===== config.mk =====
export PLATFORM = sky130hd
export DESIGN_NAME = lsu_rmw
export DESIGN_NICKNAME = d
export VERILOG_FILES = /design/src/rtl/lsu_pkg.sv /design/src/rtl/lsu_lane_align.sv /design/src/rtl/lsu_rmw.sv
export SDC_FILE = /design/constraint.sdc
export NUM_CORES = 1
export LEC_CHECK = 0
export BUFFER_PORTS_ARGS = -buffer_cell sky130_fd_sc_hd__clkbuf_2
export CAP_MARGIN = 0
export CORE_MARGIN = 4
export CORE_UTILIZATION = 40
export CTS_CLUSTER_SIZE = 40
export DETAILED_ROUTE_END_ITERATION = 16
export GPL_ROUTABILITY_DRIVEN = 0
export PLACE_DENSITY = 0.73
export SYNTH_ARGS = -nofsm -noshare
export SYNTH_HDL_FRONTEND = slang
export SYNTH_SLANG_ARGS = --single-unit

===== constraint.sdc =====
create_clock -name clk -period 4.6 [get_ports clk]
set_input_delay 0.92 -clock clk [delete_from_list [all_inputs] [get_ports clk]]
set_output_delay 0.92 -clock clk [all_outputs]
set_load 0.02 [all_outputs]

===== src/rtl/lsu_pkg.sv =====
// Shared encodings for the load/store unit: access sizes, FSM states and
// big-endian lane helpers.
package lsu_pkg;

   typedef enum logic [1:0] {
      SZ_BYTE = 2'b00,
      SZ_HALF = 2'b01,
      SZ_WORD = 2'b10,
      SZ_BAD  = 2'b11
   } size_e;

   typedef enum logic [1:0] {
      ST_IDLE,
      ST_READ,
      ST_WRITE,
      ST_DONE
   } state_e;

   // Big-endian lane offsets: offset 0 is the most significant lane.
   localparam logic [1:0] OFF_BYTE0   = 2'd0;
   localparam logic [1:0] OFF_BYTE3   = 2'd3;
   localparam logic [1:0] OFF_HALF_HI = 2'd0;
   localparam logic [1:0] OFF_HALF_LO = 2'd2;

   // Bit position of the least significant bit of a byte lane.
   function automatic logic [4:0] byte_lsb(input logic [1:0] offset);
      return {~offset, 3'b000};
   endfunction

   // Bit position of the least significant bit of a halfword lane.
   function automatic logic [4:0] half_lsb(input logic [1:0] offset);
      return (offset == OFF_HALF_HI) ? 5'd16 : 5'd0;
   endfunction

   // Number of bytes touched by an access; zero for the illegal encoding.
   function automatic logic [2:0] size_bytes(input size_e size);
      case (size)
         SZ_BYTE: return 3'd1;
         SZ_HALF: return 3'd2;
         SZ_WORD: return 3'd4;
         default: return 3'd0;
      endcase
   endfunction

endpackage


===== src/rtl/lsu_lane_align.sv =====
// Combinational big-endian lane steering: extracts and extends a load value
// and merges right-justified store data into a memory word.
module lsu_lane_align
   import lsu_pkg::*;
(
   input  logic [31:0] word,
   input  logic [1:0]  offset,
   input  size_e       size,
   input  logic        is_unsigned,
   input  logic [31:0] store_data,
   output logic [31:0] load_value,
   output logic [31:0] merged_word
);

   logic [4:0]  lsb;
   logic [7:0]  byte_val;
   logic [15:0] half_val;

   // NOTE: every output of a combinational block gets a default first so no
   // path through the case statement can infer a latch.
   always_comb begin
      lsb         = '0;
      byte_val    = '0;
      half_val    = '0;
      load_value  = '0;
      merged_word = word;
      case (size)
         SZ_BYTE: begin
            lsb         = byte_lsb(offset);
            byte_val    = word[lsb +: 8];
            load_value  = {{24{~is_unsigned & byte_val[7]}}, byte_val};
            merged_word = (word & ~(32'h0000_00FF << lsb))
                        | ({24'b0, store_data[7:0]} << lsb);
         end
         SZ_HALF: begin
            lsb         = half_lsb(offset);
            half_val    = word[lsb +: 16];
            load_value  = {{16{~is_unsigned & half_val[15]}}, half_val};
            merged_word = (word & ~(32'h0000_FFFF << lsb))
                        | ({16'b0, store_data[15:0]} << lsb);
         end
         SZ_WORD: begin
            load_value  = word;
            merged_word = store_data;
         end
         default: begin
            load_value  = '0;
            merged_word = word;
         end
      endcase
   end

endmodule


===== src/rtl/lsu_rmw.sv =====
// Load/store unit in front of a word-only big-endian data memory; sub-word
// stores are performed as read-modify-write, one transaction in flight.
module lsu_rmw
   import lsu_pkg::*;
#(
   parameter int unsigned MEM_BYTES = 1024,
   parameter int unsigned ADDR_W    = 32
) (
   input  logic              clk,
   input  logic              reset,
   input  logic              req_valid,
   output logic              req_ready,
   input  logic              req_write,
   input  logic [1:0]        req_size,
   input  logic              req_unsigned,
   input  logic [ADDR_W-1:0] req_addr,
   input  logic [31:0]       req_wdata,
   output logic              resp_valid,
   input  logic              resp_ready,
   output logic [31:0]       resp_rdata,
   output logic              resp_err,
   output logic [ADDR_W-1:0] mem_addr,
   output logic              mem_write,
   output logic [31:0]       mem_wdata,
   input  logic [31:0]       mem_rdata
);

   state_e            state_q, state_d;
   logic              accept;
   size_e             req_size_e;
   logic              req_err;
   logic              misaligned;
   logic              out_of_range;
   logic [ADDR_W:0]   access_end;
   logic [ADDR_W:0]   access_len;

   logic              write_q;
   logic              unsigned_q;
   size_e             size_q;
   logic [ADDR_W-1:0] addr_q;
   logic [31:0]       wdata_q;
   logic [31:0]       wbuf_q;
   logic [31:0]       rdata_q;
   logic              err_q;

   logic [31:0]       load_value;
   logic [31:0]       merged_word;

   assign req_size_e = size_e'(req_size);
   assign accept     = req_valid && (state_q == ST_IDLE);

   // Request checks run on the live inputs so the error is known at accept.
   always_comb begin
      access_len      = '0;
      access_len[2:0] = size_bytes(req_size_e);
      access_end      = {1'b0, req_addr} + access_len;
      out_of_range    = access_end > (ADDR_W + 1)'(MEM_BYTES);
      misaligned      = ((req_size_e == SZ_HALF) && req_addr[0])
                     || ((req_size_e == SZ_WORD) && (req_addr[1:0] != 2'b00));
      req_err         = (req_size_e == SZ_BAD) || misaligned || out_of_range;
   end

   always_comb begin
      state_d = state_q;
      case (state_q)
         ST_IDLE: begin
            if (accept) begin
               if (req_err)
                  state_d = ST_DONE;
               else if (req_write && (req_size_e == SZ_WORD))
                  state_d = ST_WRITE;
               else
                  state_d = ST_READ;
            end
         end
         ST_READ:  state_d = write_q ? ST_WRITE : ST_DONE;
         ST_WRITE: state_d = ST_DONE;
         ST_DONE:  state_d = resp_ready ? ST_IDLE : ST_DONE;
         default:  state_d = ST_IDLE;
      endcase
   end

   // NOTE: sequential state is assigned with non-blocking assignments so every
   // register samples the pre-edge values of the others.
   always_ff @(posedge clk or posedge reset) begin
      if (reset)
         state_q <= ST_IDLE;
      else
         state_q <= state_d;
   end

   always_ff @(posedge clk or posedge reset) begin
      if (reset) begin
         write_q    <= 1'b0;
         unsigned_q <= 1'b0;
         size_q     <= SZ_BYTE;
         addr_q     <= '0;
         wdata_q    <= '0;
         wbuf_q     <= '0;
         rdata_q    <= '0;
         err_q      <= 1'b0;
      end else begin
         if (accept) begin
            write_q    <= req_write;
            unsigned_q <= req_unsigned;
            size_q     <= req_size_e;
            addr_q     <= req_addr;
            wdata_q    <= req_wdata;
            // Word stores skip READ, so the buffer is loaded straight away.
            wbuf_q     <= req_wdata;
            rdata_q    <= '0;
            err_q      <= req_err;
         end else if (state_q == ST_READ) begin
            if (write_q)
               wbuf_q <= merged_word;
            else
               rdata_q <= load_value;
         end
      end
   end

   lsu_lane_align u_align (
      .word        (mem_rdata),
      .offset      (addr_q[1:0]),
      .size        (size_q),
      .is_unsigned (unsigned_q),
      .store_data  (wdata_q),
      .load_value  (load_value),
      .merged_word (merged_word)
   );

   // Handshake and write strobe come from the state register alone; the
   // asynchronous reset clears it, which drops mem_write at once.
   assign req_ready  = (state_q == ST_IDLE);
   assign resp_valid = (state_q == ST_DONE);
   assign mem_write  = (state_q == ST_WRITE);
   assign mem_addr   = {addr_q[ADDR_W-1:2], 2'b00};
   assign mem_wdata  = wbuf_q;
   assign resp_rdata = rdata_q;
   assign resp_err   = err_q;

endmodule


## Yosys cells after proc, flatten, opt, wreduce, memory -nomap -nowiden

Index checks and enable logic that the tools add are counted.

| word-level totals | value |
|---|---|
| input port bits | 104 |
| bits in registers | 135 |
| output and inout port bits | 100 |

| cells by class | value |
|---|---|
| multiplexer cells | 16 |
| add/sub/neg operators | 1 |
| shift-type cells | 6 |
| reduce and logical (&&, ||, !) cells | 16 |
| equality and inequality tests | 10 |
| magnitude comparators | 1 |
| bitwise operators | 10 |

Operators by type and width:

| kind | number |
|---|---|
| $mux W32 | 6 |
| $pmux W32 S3 | 2 |
| $and A32 B32 Y32 | 2 |
| $not A32 Y32 | 2 |
| $or A32 B32 Y32 | 2 |
| $add A32 B3 Y33 | 1 |
| $gt A33 B11 Y1 const B | 1 |
| $shiftx A32 B6 Y16 | 1 |
| $shiftx A32 B6 Y8 | 1 |
| $shl A16 B5 Y32 | 1 |
| $shl A16 B5 Y32 const A | 1 |
| $shl A8 B5 Y32 | 1 |
| $shl A8 B5 Y32 const A | 1 |
| $eq A2 B2 Y1 const B | 5 |
| $pmux W3 S3 | 1 |
| $logic_not A2 Y1 | 4 |
| $mux W2 | 4 |
| $pmux W2 S4 | 1 |
| $eq A2 B1 Y1 const B | 3 |
| $reduce_bool A2 Y1 | 3 |
| $mux W5 | 1 |
| $logic_and A1 B1 Y1 | 4 |
| $reduce_and A2 Y1 | 2 |
| $logic_or A1 B1 Y1 | 3 |
| other kinds (6) | 7 |

## Depth between registers and ports, before layout

Gate-level depths: netlist of the first run.

| logic depth | value |
|---|---|
| depth in word-level cells | 10 |
| depth in mapped cells | 10 |
| depth with buffers taken out | 10 |

## Hierarchy

From an unflattened synthesis of the first run, not the netlist that was laid out.

| second synthesis, totals | value |
|---|---|
| cells, all modules | 897 |
| area, all modules | 7906.3 um^2 |

Modules (own cells, without submodules):

| module | instances | sequential area each (um^2) | cells each | area each (um^2) |
|---|---|---|---|---|
| lsu_rmw | 1 | 3378.2 | 653 | 6133.4 |
| lsu_lane_align | 1 | 0.0 | 244 | 1773.0 |

## Worst setup path after synthesis of the first run

Ideal clock, no wire load.

| timing | value |
|---|---|
| path type | input-to-reg |
| start point | input req_size[0] |
| end point | register err_q, in the netlist resp_err |
| data required time | 4467 ps |
| stages | 10 |
| arrival | 3002 ps |
| slack | 1466 ps |
| setup time | 133 ps |
| path buffers | 0 |
| cells stage by stage | nor2_1 > ha_1 > fa_1 > a21oi_4 > or4b_4 > o22ai_1 > o21a_2 > o2111ai_2 > nor4_4 > a21oi_1 |

| on the way | value |
|---|---|
| word-level cells in the longest chain between the ends | 5 |
| elaborated cells on any way between the ends | 12 |

Ends and longest elaborated chain:

| element | line | source |
|---|---|---|
| start: declaration | lsu_rmw.sv:14 | `input logic [1:0] req_size,` |
| $eq A2 B2 Y1, or another cell as far along | lsu_pkg.sv:37, lsu_rmw.sv:59 |  |
| $pmux W3 S3, or another cell as far along | lsu_pkg.sv:37 | `case (size)` |
| $add A32 B3 Y33 / $logic_or A1 B1 Y1 (equally long branches) | lsu_rmw.sv:56, lsu_rmw.sv:59 |  |
| $gt A33 B11 Y1 / $logic_or A1 B1 Y1 (equally long branches) | lsu_rmw.sv:57, lsu_rmw.sv:60 |  |
| $logic_or A1 B1 Y1 (*) | lsu_rmw.sv:60 | `req_err = (req_size_e == SZ_BAD) \|\| misaligned \|\| out_of_range;` |
| end signal: assignment | lsu_rmw.sv:112 | `err_q <= req_err;` |
| end: declaration | lsu_rmw.sv:44 | `logic err_q;` |

Every way passes the cells marked *; elsewhere a longest branch is shown, timed or not.
A chain may end at the register's enable or synchronous reset.

## Worst setup path in the final report of the first run

| timing | value |
|---|---|
| start point | input req_size[0] |
| end point | register state_q[0] |

| on the way | value |
|---|---|
| word-level cells in the longest chain between the ends | 8 |
| elaborated cells on any way between the ends | 17 |

Ends and longest elaborated chain:

| element | line | source |
|---|---|---|
| $eq A2 B2 Y1, or another cell as far along | lsu_pkg.sv:37, lsu_rmw.sv:59, lsu_rmw.sv:70 |  |
| $pmux W3 S3, or another cell as far along | lsu_pkg.sv:37 |  |
| $add A32 B3 Y33 / $logic_or A1 B1 Y1 (equally long branches) | lsu_rmw.sv:56, lsu_rmw.sv:59 |  |
| $gt A33 B11 Y1 / $logic_or A1 B1 Y1 (equally long branches) | lsu_rmw.sv:57, lsu_rmw.sv:60 |  |
| $logic_or A1 B1 Y1 | lsu_rmw.sv:60 |  |
| $mux W2 (*) | lsu_rmw.sv:68 | `if (req_err)` |
| $mux W2 (*) | lsu_rmw.sv:67 | `if (accept) begin` |
| $pmux W2 S4 (*) | lsu_rmw.sv:65 | `case (state_q)` |
| end signal: assignment | lsu_rmw.sv:89 | `state_q <= state_d;` |
| end: declaration | lsu_rmw.sv:28 | `state_e state_q, state_d;` |

Every way passes the cells marked *; elsewhere a longest branch is shown, timed or not. The select of a mux whose other input is x is not followed.

==> results of run 1 <==
per-layer routing:
metal / share of wire / track usage
met1: 0.40 / 0.289
met2: 0.47 / 0.364
met3: 0.096 / 0.0623
met4: 0.032 / 0.0907
met5: 0.00029 / 0
logic make-up after synthesis:
group,Yosys count
buffers and inverters,99
xor gates and xnor gates,11
adders and majority gates,4
other,1
and+or+nand+nor,378
DFF,135
muxes,14
AOI/OAI and AO/OA,259
final timing paths:
| check | slack, ps | endpoint | from | depth (start not counted) |
|---|---|---|---|---|
| setup / recovery | 1560 | state_q[0] | req_size[0] | 11 |
| setup reg to reg | 1750 | resp_rdata[29] | addr_q[0] | 7 |
| min in group asynchronous | 740 | addr_q[4] | reset | 2 |
| hold / removal | 470 | addr_q[2] | addr_q[2] | 2 |
| max in group asynchronous | 3010 | resp_rdata[29] | reset | 3 |
| hold reg to reg | 470 | addr_q[2] | addr_q[2] | 2 |
critical path, stage by stage:
cell and delay [ps]:
clkbuf_2 120, nor2_1 170, ha_1 240, fa_1 310, a21oi_4 90, nor4b_4 440, nand2_2 100, or3_1 380
a22o_1 250, nor4_4 190, o21ai_1 90
per-stage QoR:
stage          hold WS, ps  worst slack [ps]  instances  utilization
2_1_floorplan          446              68.9        902            -
5_1_grt                495              1330       1288        0.484
6_report               472              1560       1288        0.484
3_3_place_gp           460              1170       1256        0.454
3_5_place_dp           461              1090       1256        0.454
4_1_cts                477              1550       1288        0.484
layout by cell type (no fill, tap or decap), types with 15 or more instances in the layout:
| cell | n |
|---|---|
| a221oi_1 | 18 |
| clkbuf_16 | 17 |
| dfrtp_1 | 135 |
| clkbuf_2 | 201 |
| nor2_1 | 51 |
| a211oi_1 | 15 |
| a22oi_1 | 19 |
| nand2_1 | 249 |
| a21oi_1 | 58 |
| o21ai_0 | 77 |
synth_stat cells, drive strengths merged (2+ instances only):
cell type	n	area, µm²
a22oi	19	143
a221oi	19	173
o31ai	4	30.0
o211ai	5	37.5
and3	8	50.1
nand4	10	68.8
nand2	251	945
nand2b	2	12.5
o21a	3	23.8
dfrtp	135	3380
mux2i	13	130
nor3	12	70.1
and3b	2	18.8
buf	38	277
a22o	6	52.6
or3	5	31.3
and2	4	26.3
or2	4	25.0
a32oi	2	17.5
a222oi	2	20.0
clkbuf	51	191
o2111ai	4	53.8
o21ai	87	435
xnor2	5	43.8
o22ai	2	18.8
a21oi	59	307
nor2b	10	62.6
a311oi	3	26.3
a21o	4	31.3
a2111oi	2	23.8
xor2	6	52.6
a31oi	4	25.0
nor4	3	48.8
ha	3	37.5
a221o	11	110
o211a	2	20.0
nand3	11	67.6
a211oi	16	125
inv	9	33.8
nor2	51	191
where the power goes:
part           internal, µW  switching (µW)
combinational           951            1820
clock                   746             543
sequential             1700             448
total                  3390            2810
cell type report:
| cell class | instances | share of cell area |
|---|---|---|
| Multi-Input combinational cell | 668 | 0.410 |
| Sequential cell | 135 | 0.373 |
| Timing Repair Buffer | 210 | 0.119 |
| Clock buffer | 18 | 0.0474 |
| Tap cell | 234 | 0.0323 |
| Clock inverter | 14 | 0.0141 |
| Inverter | 9 | 0.00428 |
registers in the layout, summed over array words and instances, names as in the netlist:
name / flops
addr_q: 32
mem_wdata: 32
resp_rdata: 32
wdata_q: 32
size_q: 2
state_q: 2
resp_err: 1
unsigned_q: 1
write_q: 1
==> results.md, run 1 <==
* Setup TNS at 0 ps
* TritonCTS Buffers at 17
* Initial antenna violation count at 1
* Final setup violation count at 0
* Hold WC Path Type: reg -> reg
* Post-synthesis cell count at 901
* Fraction of layout cells with a size suffix above 1 at 0.255
* Clk sinks at about 140
* Warnings from Yosys at 0
* Max Clk Rate at between 0.3 and 0.4 GHz
* Worst-margin pin slew at about 1300 ps
* Drt total wl at 24200 µm
* First-pass GRT wire length at approximately 39000 µm
* Synth Area in Simple Gates at 0.221
* DP HPWL at between 15000 and 20000 µm
* Largest net degree at the start of global routing at 118
* Multi-input logic area at about 0.0037 mm²
* Layout area overhead at 19.2%
* Slew headroom at 0.159
* DRC at 0
* Layout Skew at between 9 and 10 ps
* Root Driver: clkbuf_16
* Io pins at 204
* # rows at 50
* RSZ-0062 raised after global routing: false
* Die H at roughly 150 µm
* Register area share after synthesis at 0.445
* Pwr Total at between 6000 and 7000 µW
* Ys async rst share at 1.00
* Post-CTS resize count at 0
* Pwr/cell area at 685 mW/mm²
* Count of cell types in the netlist at 74
* Arr. time, crit path at about 3300 ps
* Status: complete, no violations
* Maximum VDD drop at 348 µV
* #FFs+latches synth at 135
* Die X at ~150 µm
* CTS clk-pin slew, worst paths at around 60 ps
* Routed wire per std cell at between 15 and 20 µm
* Max-cap violations at 0
* Worst Path Required at a little under 5000 ps
* Fin. Hold Viols at 0
* Worst Setup Path Type: in -> reg
* GRT Total Usage at 0.226
* Fin crit share at 0.662
* Final worst path period need at a little over 3000 ps
* Synth Area in XOR/XNOR at 0.0127
* # Post-CTS Setup Buffers at 0
* LEAKAGE at approximately 0.0044 µW
* Startpoint types: input pin
* Adder-Cell Fraction of Synth Area at 0.00758
* CP Max Fanout at 6
* Total grt overflow at 0
* H-tree level count at 4
* # diodes at 0
* Post-DP Area at ~0.0085 mm²
* Main synth FF type: dfrtp_1
* EDFF count, synth at 0
* Antenna viol nets, final at 0
* Largest family of logic cells by synthesized area: compound AO/OA/AOI/OAI gates
* Mapped Area at 0.00760 mm²
* CTS tree: built
* Clock Path Buffers at 2
* Vias in the first global route at 7123
* Worst-Skew Late Latency at around 420 ps
* Mux share of post-synthesis cell area at 0.0201
* Starting DRT DRC Count at 649
* Sequential Area at about 0.0034 mm²
* Max Slew Vio Count at 0
* Design Area, Final at between 0.009 and 0.01 mm²
* Final Net Count at 1149
* Via/cell ratio at around 5.7
* Pre-antenna DRT Iters at 5
* Crit. End Element: flop
* Starting density of the core at 0.406
* Cts hold-fix bufs at 0
* Mean Syn Cell Area at between 8 and 9 µm²
* Synth Area in Compound Gates at 0.226
* Die ar. at between 0.02 and 0.025 mm²
* Core area at between 0.015 and 0.02 mm²
* Fillers at 1806
* Number of port buffers at 201
* Vias at ~7400
No activity file was read; power rests on OpenSTA's default activity.
==> run 2, diff against run 1 <==
--- a/config.mk
+++ b/config.mk
@@ -5,6 +5,7 @@
 export SDC_FILE = /design/constraint.sdc
 export NUM_CORES = 1
 export LEC_CHECK = 0
+export ABC_AREA = 1
 export BUFFER_PORTS_ARGS = -buffer_cell sky130_fd_sc_hd__clkbuf_2
 export CAP_MARGIN = 0
 export CORE_MARGIN = 4
@@ -12,7 +13,7 @@
 export CTS_CLUSTER_SIZE = 40
 export DETAILED_ROUTE_END_ITERATION = 16
 export GPL_ROUTABILITY_DRIVEN = 0
-export PLACE_DENSITY = 0.73
+export PLACE_DENSITY = 0.72
 export SYNTH_ARGS = -nofsm -noshare
 export SYNTH_HDL_FRONTEND = slang
 export SYNTH_SLANG_ARGS = --single-unit
==> constraint.sdc (replaced) <==
create_clock -name clk -period 2.75 [get_ports clk]
set_input_delay 0.55 -clock clk [delete_from_list [all_inputs] [get_ports clk]]
set_output_delay 0.55 -clock clk [all_outputs]
set_load 0.02 [all_outputs]
==> results.md, run 2 <==
* Startpoint types: input pin
* EDFF count, synth at 0 (unchanged)
* LEAKAGE at 0.00492 µW (+11%)
* Cts hold-fix bufs at 0 (unchanged)
* GRT Total Usage at 0.247 (+0.0214)
* DP HPWL at 20800 µm (+18%)
* Yosys top cell area share at 0.421 (-0.0240)
* Largest net degree at the start of global routing at 136 (+15%)
* #FFs+latches synth at 135 (unchanged)
* Setup TNS at 0 ps (unchanged)
* Worst Setup Path Type: in -> reg
* # rows at 51 (+2.0%)
* TritonCTS Buffers at 17 (unchanged)
* Pre-antenna DRT Iters at 5 (unchanged)
* Top-count cell post-synth: nand2_1
* CTS clk-pin slew, worst paths at 70 ps (about the same)
* Leading area contributor after synthesis: dfrtp_1
* Warnings from Yosys at 0 (unchanged)
* Clk sinks at 135 (unchanged)
* Final setup violation count at 0 (unchanged)
* Io pins at 204 (unchanged)
* Register area share after synthesis at 0.421 (-0.0240)
* Worst-margin pin slew at 736 ps (-526 ps)
* Number of port buffers at 201 (unchanged)
* Worst-Skew Late Latency at 430 ps (about the same)
* Final worst path period need at roughly 2300 ps
* Fin. Hold Viols at 0 (unchanged)
* Post-synthesis cell count at 1109 (+23%)
* Mean Syn Cell Area at 7.24 µm² (-14%)
* H-tree level count at 4 (unchanged)
* Main synth FF type: dfrtp_1
* Max Clk Rate at roughly 0.43 GHz
* Worst slack at placement at 5.61 ps (-1090 ps)
* Routed wire per std cell at 18.1 µm (-3.5%)
* Non-Filler Instances at 1545 (+20%)
* Die H at 150 µm (+2.7%)
* Status: complete, no violations
* Max-cap violations at 0 (unchanged)
* Fin crit share at 0.847
* # Post-CTS Setup Buffers at 0 (unchanged)
* First-pass GRT wire length at 43600 µm (+13%)
* Hold WC Path Type: in -> async
* Core Util, Final at 0.494 (+0.00930)
* Root Driver: clkbuf_16
* CP Max Fanout at 8 (+2)
* Crit. End Element: flop
* Drt total wl at 28000 µm (+16%)
* Vias in the first global route at 8137 (+14%)
* Mapped Area at 0.00803 mm² (+5.7%)
* Worst setup margin at 419 ps (-1140 ps)
* Layout Skew at 15.5 ps (+5.75 ps)
* RSZ-0062 raised after global routing: false
* Ys async rst share at 1.00 (unchanged)
* CTS tree: built
* Clock Path Buffers at 2 (unchanged)
* Maximum VDD drop at 549 µV (+58%)
* Die ar. at 0.0224 mm² (+5.4%)
* Vias at 8506 (+15%)
* Antenna viol nets, final at 0 (unchanged)
* Slew headroom at 0.510 (+0.350)
* Dominant cells by area after synthesis: dfrtp_1 42%, nand2_1 15%, o21ai_0 6.2%, nand3_1 4.9%, inv_1 4.6%
* Arr. time, crit path at 2650 ps (-650 ps)
* Via/cell ratio at 5.51 (-3.8%)
* DRC at 0 (unchanged)
* Most frequent cells in the layout: 320 x nand2_1, 201 x clkbuf_2, 135 x dfrtp_1, 100 x o21ai_0, 98 x inv_1
* Total grt overflow at 0 (unchanged)
* Layout area overhead at 20.4%
* Core area at 0.0196 mm² (+4.7%)
* Starting DRT DRC Count at 859 (+32%)
* Initial antenna violation count at 2 (+1)
* Count of cell types in the netlist at 42 (-43%)
* Post-CTS resize count at 0 (unchanged)
* Final Net Count at 1374 (+20%)
* Max Slew Vio Count at 0 (unchanged)
* Pwr/cell area at 1150 mW/mm² (+69%)
* Placed Cells incl. Taps at 1512 (+20%)
* Fraction of layout cells with a size suffix above 1 at 0.219 (-0.0363)
* Synth top cells by count: 320 x nand2_1, 135 x dfrtp_1, 100 x o21ai_0
* Commonest non-fill, non-tap cell in the layout: nand2_1
* Worst Path Required at 3060 ps (-1800 ps)
* Final hold slack at 312 ps (-160 ps)
* Die X at 150 µm (+2.7%)
* Starting density of the core at 0.410 (+0.00376)
==> run 2: metal layers <==
layer  track usage  share of wire
met2         0.393           0.45
met4        0.0942          0.037
met1         0.323           0.39
met3        0.0687           0.12
met5             0        0.00068
==> run 2: kinds of logic (layout without fill, tap and decap cells) <==
kind of cell,after synthesis,in the layout,share of synthesized area
XOR/XNOR,2,2,0.00218
other,1,3,0.000467
AO/OA/AOI/OAI,251,251,0.193
flip-flops,135,135,0.421
adder cells (fa/ha/maj),4,4,0.00717
buffers and inverters,192,361,0.108
AND/OR/NAND/NOR,524,524,0.268
==> run 2: worst max-delay path, cell delays in order <==
cell and delay [ps]:
clkbuf_2 120, nor2_1 160, ha_1 200, fa_1 210
nand2_1 80, nand2_1 130, nand2_1 110, nor2_4 190
nand3_1 130, nand2_1 80, nand2_1 60, nor2_1 90
nand2_1 60, nor2_1 100, nand4_1 160, o21bai_1 160
inv_1 60
==> run 2: worst paths after layout <==
path	startpoint	to	slack [ps]	cells after the start
max	req_size[0]	state_q[1]	420	17
min	reset	addr_q[2]	310	3
max reg2reg	addr_q[0]	mem_wdata[8]	550	8
min reg2reg	wdata_q[19]	wdata_q[19]	470	2
max in group asynchronous	reset	mem_wdata[5]	1880	3
min in group clk	req_unsigned	unsigned_q	330	3
==> run 2: final cells by class <==
type | instances | area, µm²
Fill cell | 1953 | 9920
Multi-Input combinational cell | 783 | 3800
Sequential cell | 135 | 3380
Timing Repair Buffer | 218 | 1160
Clock buffer | 18 | 429
Inverter | 111 | 422
Tap cell | 265 | 332
Clock inverter | 14 | 149
Antenna cell | 1 | 2.50
==> run 2: per-stage QoR <==
stage	total power, µW	instance area, µm²
final	11200	9670
after CTS	11200	9670
after detailed placement	8850	9090
after floorplan	7260	8040
after global routing	11900	9670
after global placement	8760	9090
==> run 2: report_power, final <==
part | switching, µW | internal, µW | leakage (µW)
sequential | 622 | 2910 | 0.00169
combinational | 3640 | 1700 | 0.00294
clock | 942 | 1340 | 0.000285
==> run 3, diff against run 2 <==
==> constraint.sdc (replaced) <==
create_clock -name clk -period 2.1 [get_ports clk]
set_input_delay 0.42 -clock clk [delete_from_list [all_inputs] [get_ports clk]]
set_output_delay 0.42 -clock clk [all_outputs]
set_load 0.02 [all_outputs]
==> results.md, run 3 (synthesized netlist as in run 2, its figures left out) <==
* Layout area overhead at 27.2%
* Fin. Hold Viols at 0 (unchanged)
* Slew headroom at 0.618 (+0.109)
* LEAKAGE at 0.00520 µW (+5.8%)
* Crit. End Element: flop
* Final Net Count at 1425 (+3.7%)
* Root Driver: clkbuf_16
* Die X at 150 µm (unchanged)
* DP HPWL at 21600 µm (+3.6%)
* Routed wire per std cell at 17.8 µm (-2.1%)
* Status: complete, no violations
* Final worst path period need at between 2000 and 2500 ps
* Arr. time, crit path at 2400 ps (-250 ps)
* CTS tree: built
* Largest net degree at the start of global routing at 67 (-51%)
* Number of port buffers at 201 (unchanged)
* CP Max Fanout at 8 (unchanged)
* Worst Path Required at 2450 ps (-610 ps)
* Starting density of the core at 0.410 (unchanged)
* Pwr Total at 14900 µW (+33%)
* Max-cap violations at 0 (unchanged)
* Fillers at 1911 (-2.2%)
* TritonCTS Buffers at 17 (unchanged)
* CTS clk-pin slew, worst paths at 60 ps (about the same)
* Clk sinks at 135 (unchanged)
* # rows at 51 (unchanged)
* RSZ-0062 raised after global routing: true
* Total grt overflow at 0 (unchanged)
* Layout Skew at 9.81 ps (-5.67 ps)
* Max Clk Rate at slightly below 0.5 GHz
* Drt total wl at 28300 µm (+1.1%)
* Maximum VDD drop at 725 µV (+32%)
* Worst-margin pin slew at 566 ps (-169 ps)
* Clock Path Buffers at 2 (unchanged)
* H-tree level count at 4 (unchanged)
* Crit-path max cell delay at 240 ps (+30 ps)
* Worst-Skew Late Latency at 420 ps (about the same)
* Core area at 0.0196 mm² (unchanged)
* Pre-antenna DRT Iters at 6 (+1)
* Vias at 8672 (+2.0%)
* Worst Setup Path Type: in -> reg
* Die ar. at 0.0224 mm² (unchanged)
* Max Slew Vio Count at 0 (unchanged)
* Hold WC Path Type: in -> reg
* Slowest CP cell: fa_2
* Commonest non-fill, non-tap cell in the layout: nand2_1
* First-pass GRT wire length at 43900 µm (+0.62%)
* Via/cell ratio at 5.44 (-1.2%)
* Worst-path cell chain: buf_8, nor2_4, ha_4, fa_2, nand2_2, nand2_4, nand2_4, nor2_4, nand3_2, buf_4, nor3_1, nor2_1, nand2_1, nor2_1, nand4_1, nand2_1, a21oi_2
* Final hold slack at 209 ps (-103 ps)
* Io pins at 204 (unchanged)
* Worst slack at placement at -439 ps (-444 ps)
* Pwr/cell area at 1460 mW/mm² (+26%)
* Worst setup margin at 51.2 ps (-368 ps)
* Die H at 150 µm (unchanged)
* Most frequent cells in the layout: 314 x nand2_1, 199 x clkbuf_2, 135 x dfrtp_1, 99 x o21ai_0, 98 x inv_1
* Setup TNS at 0 ps (unchanged)
* Final setup violation count at 0 (unchanged)
* Fin crit share at 0.976
* Starting DRT DRC Count at 909 (+5.8%)
* DRC at 0 (unchanged)
* Initial antenna violation count at 3 (+1)
* Vias in the first global route at 8200 (+0.77%)
* Startpoint types: input pin
* Antenna viol nets, final at 0 (unchanged)
* Fraction of layout cells with a size suffix above 1 at 0.265 (+0.0465)
* GRT Total Usage at 0.250 (+0.00288)
* # diodes at 0 (-1)
==> run 3: power breakdown <==
| part | switching [µW] | internal (µW) | total (µW) | leakage, µW |
|---|---|---|---|---|
| Combinational | 4860 | 2520 | 7380 | 0.00324 |
| Clock | 1330 | 1560 | 2890 | 0.000273 |
| Sequential | 815 | 3810 | 4620 | 0.00169 |
| Total | 7000 | 7890 | 14900 | 0.00520 |
==> run 3: final timing paths <==
check / end / depth (start not counted) / from / slack, ps
max: state_q[0] / 17 / req_size[0] / 50
min in group asynchronous: addr_q[10] / 3 / reset / 500
min reg2reg: addr_q[10] / 2 / addr_q[10] / 470
max reg2reg: resp_rdata[11] / 10 / addr_q[0] / 110
max in group asynchronous: resp_rdata[0] / 4 / reset / 980
min: unsigned_q / 3 / req_unsigned / 210
==> run 3: layer usage <==
layer,wire (µm),share of wire,GRT usage,up-vias
met3,3220,0.11,0.0633,85
met1,11200,0.39,0.326,3967
li1,-,-,-,4081
met4,1010,0.036,0.106,6
met2,12900,0.46,0.397,533
met5,43,0.0015,0,-
==> run 3: final cells by class <==
class	instances	area [µm²]	share of cell area
clock buffers	17	425	0.0417
flip-flops and latches	135	3380	0.331
inverters	111	422	0.0413
multi-input cells	783	3910	0.383
clock inverters	15	135	0.0132
well taps	265	332	0.0325
repair buffers	269	1610	0.158
==> run 3: stage by stage <==
step,std cells,instance area [µm²],util
floorplan,1110,8070,-
global placement,1558,9520,0.486
detailed placement,1558,9520,0.486
CTS,1591,10100,0.515
global route,1595,10200,0.521
finish,1595,10200,0.521
==> run 3: critical path: cells and delay by family <==
| kind | cells | cell delay, ps |
|---|---|---|
| adders and majority gates | 2 | 400 |
| and+or+nand+nor | 12 | 1200 |
| buffers and inverters | 2 | 250 |
| AOI/OAI and AO/OA | 1 | 120 |
==> run 3: repair_timing <==
item | CTS | global route
pin swaps | 0 | 20
setup buffers | 0 | 4
endpoints found under the setup margin | 1 | 9
resized for setup | 1 | 29
hold buffers | 1 | 0
hold endpoints to repair | 6 | 0
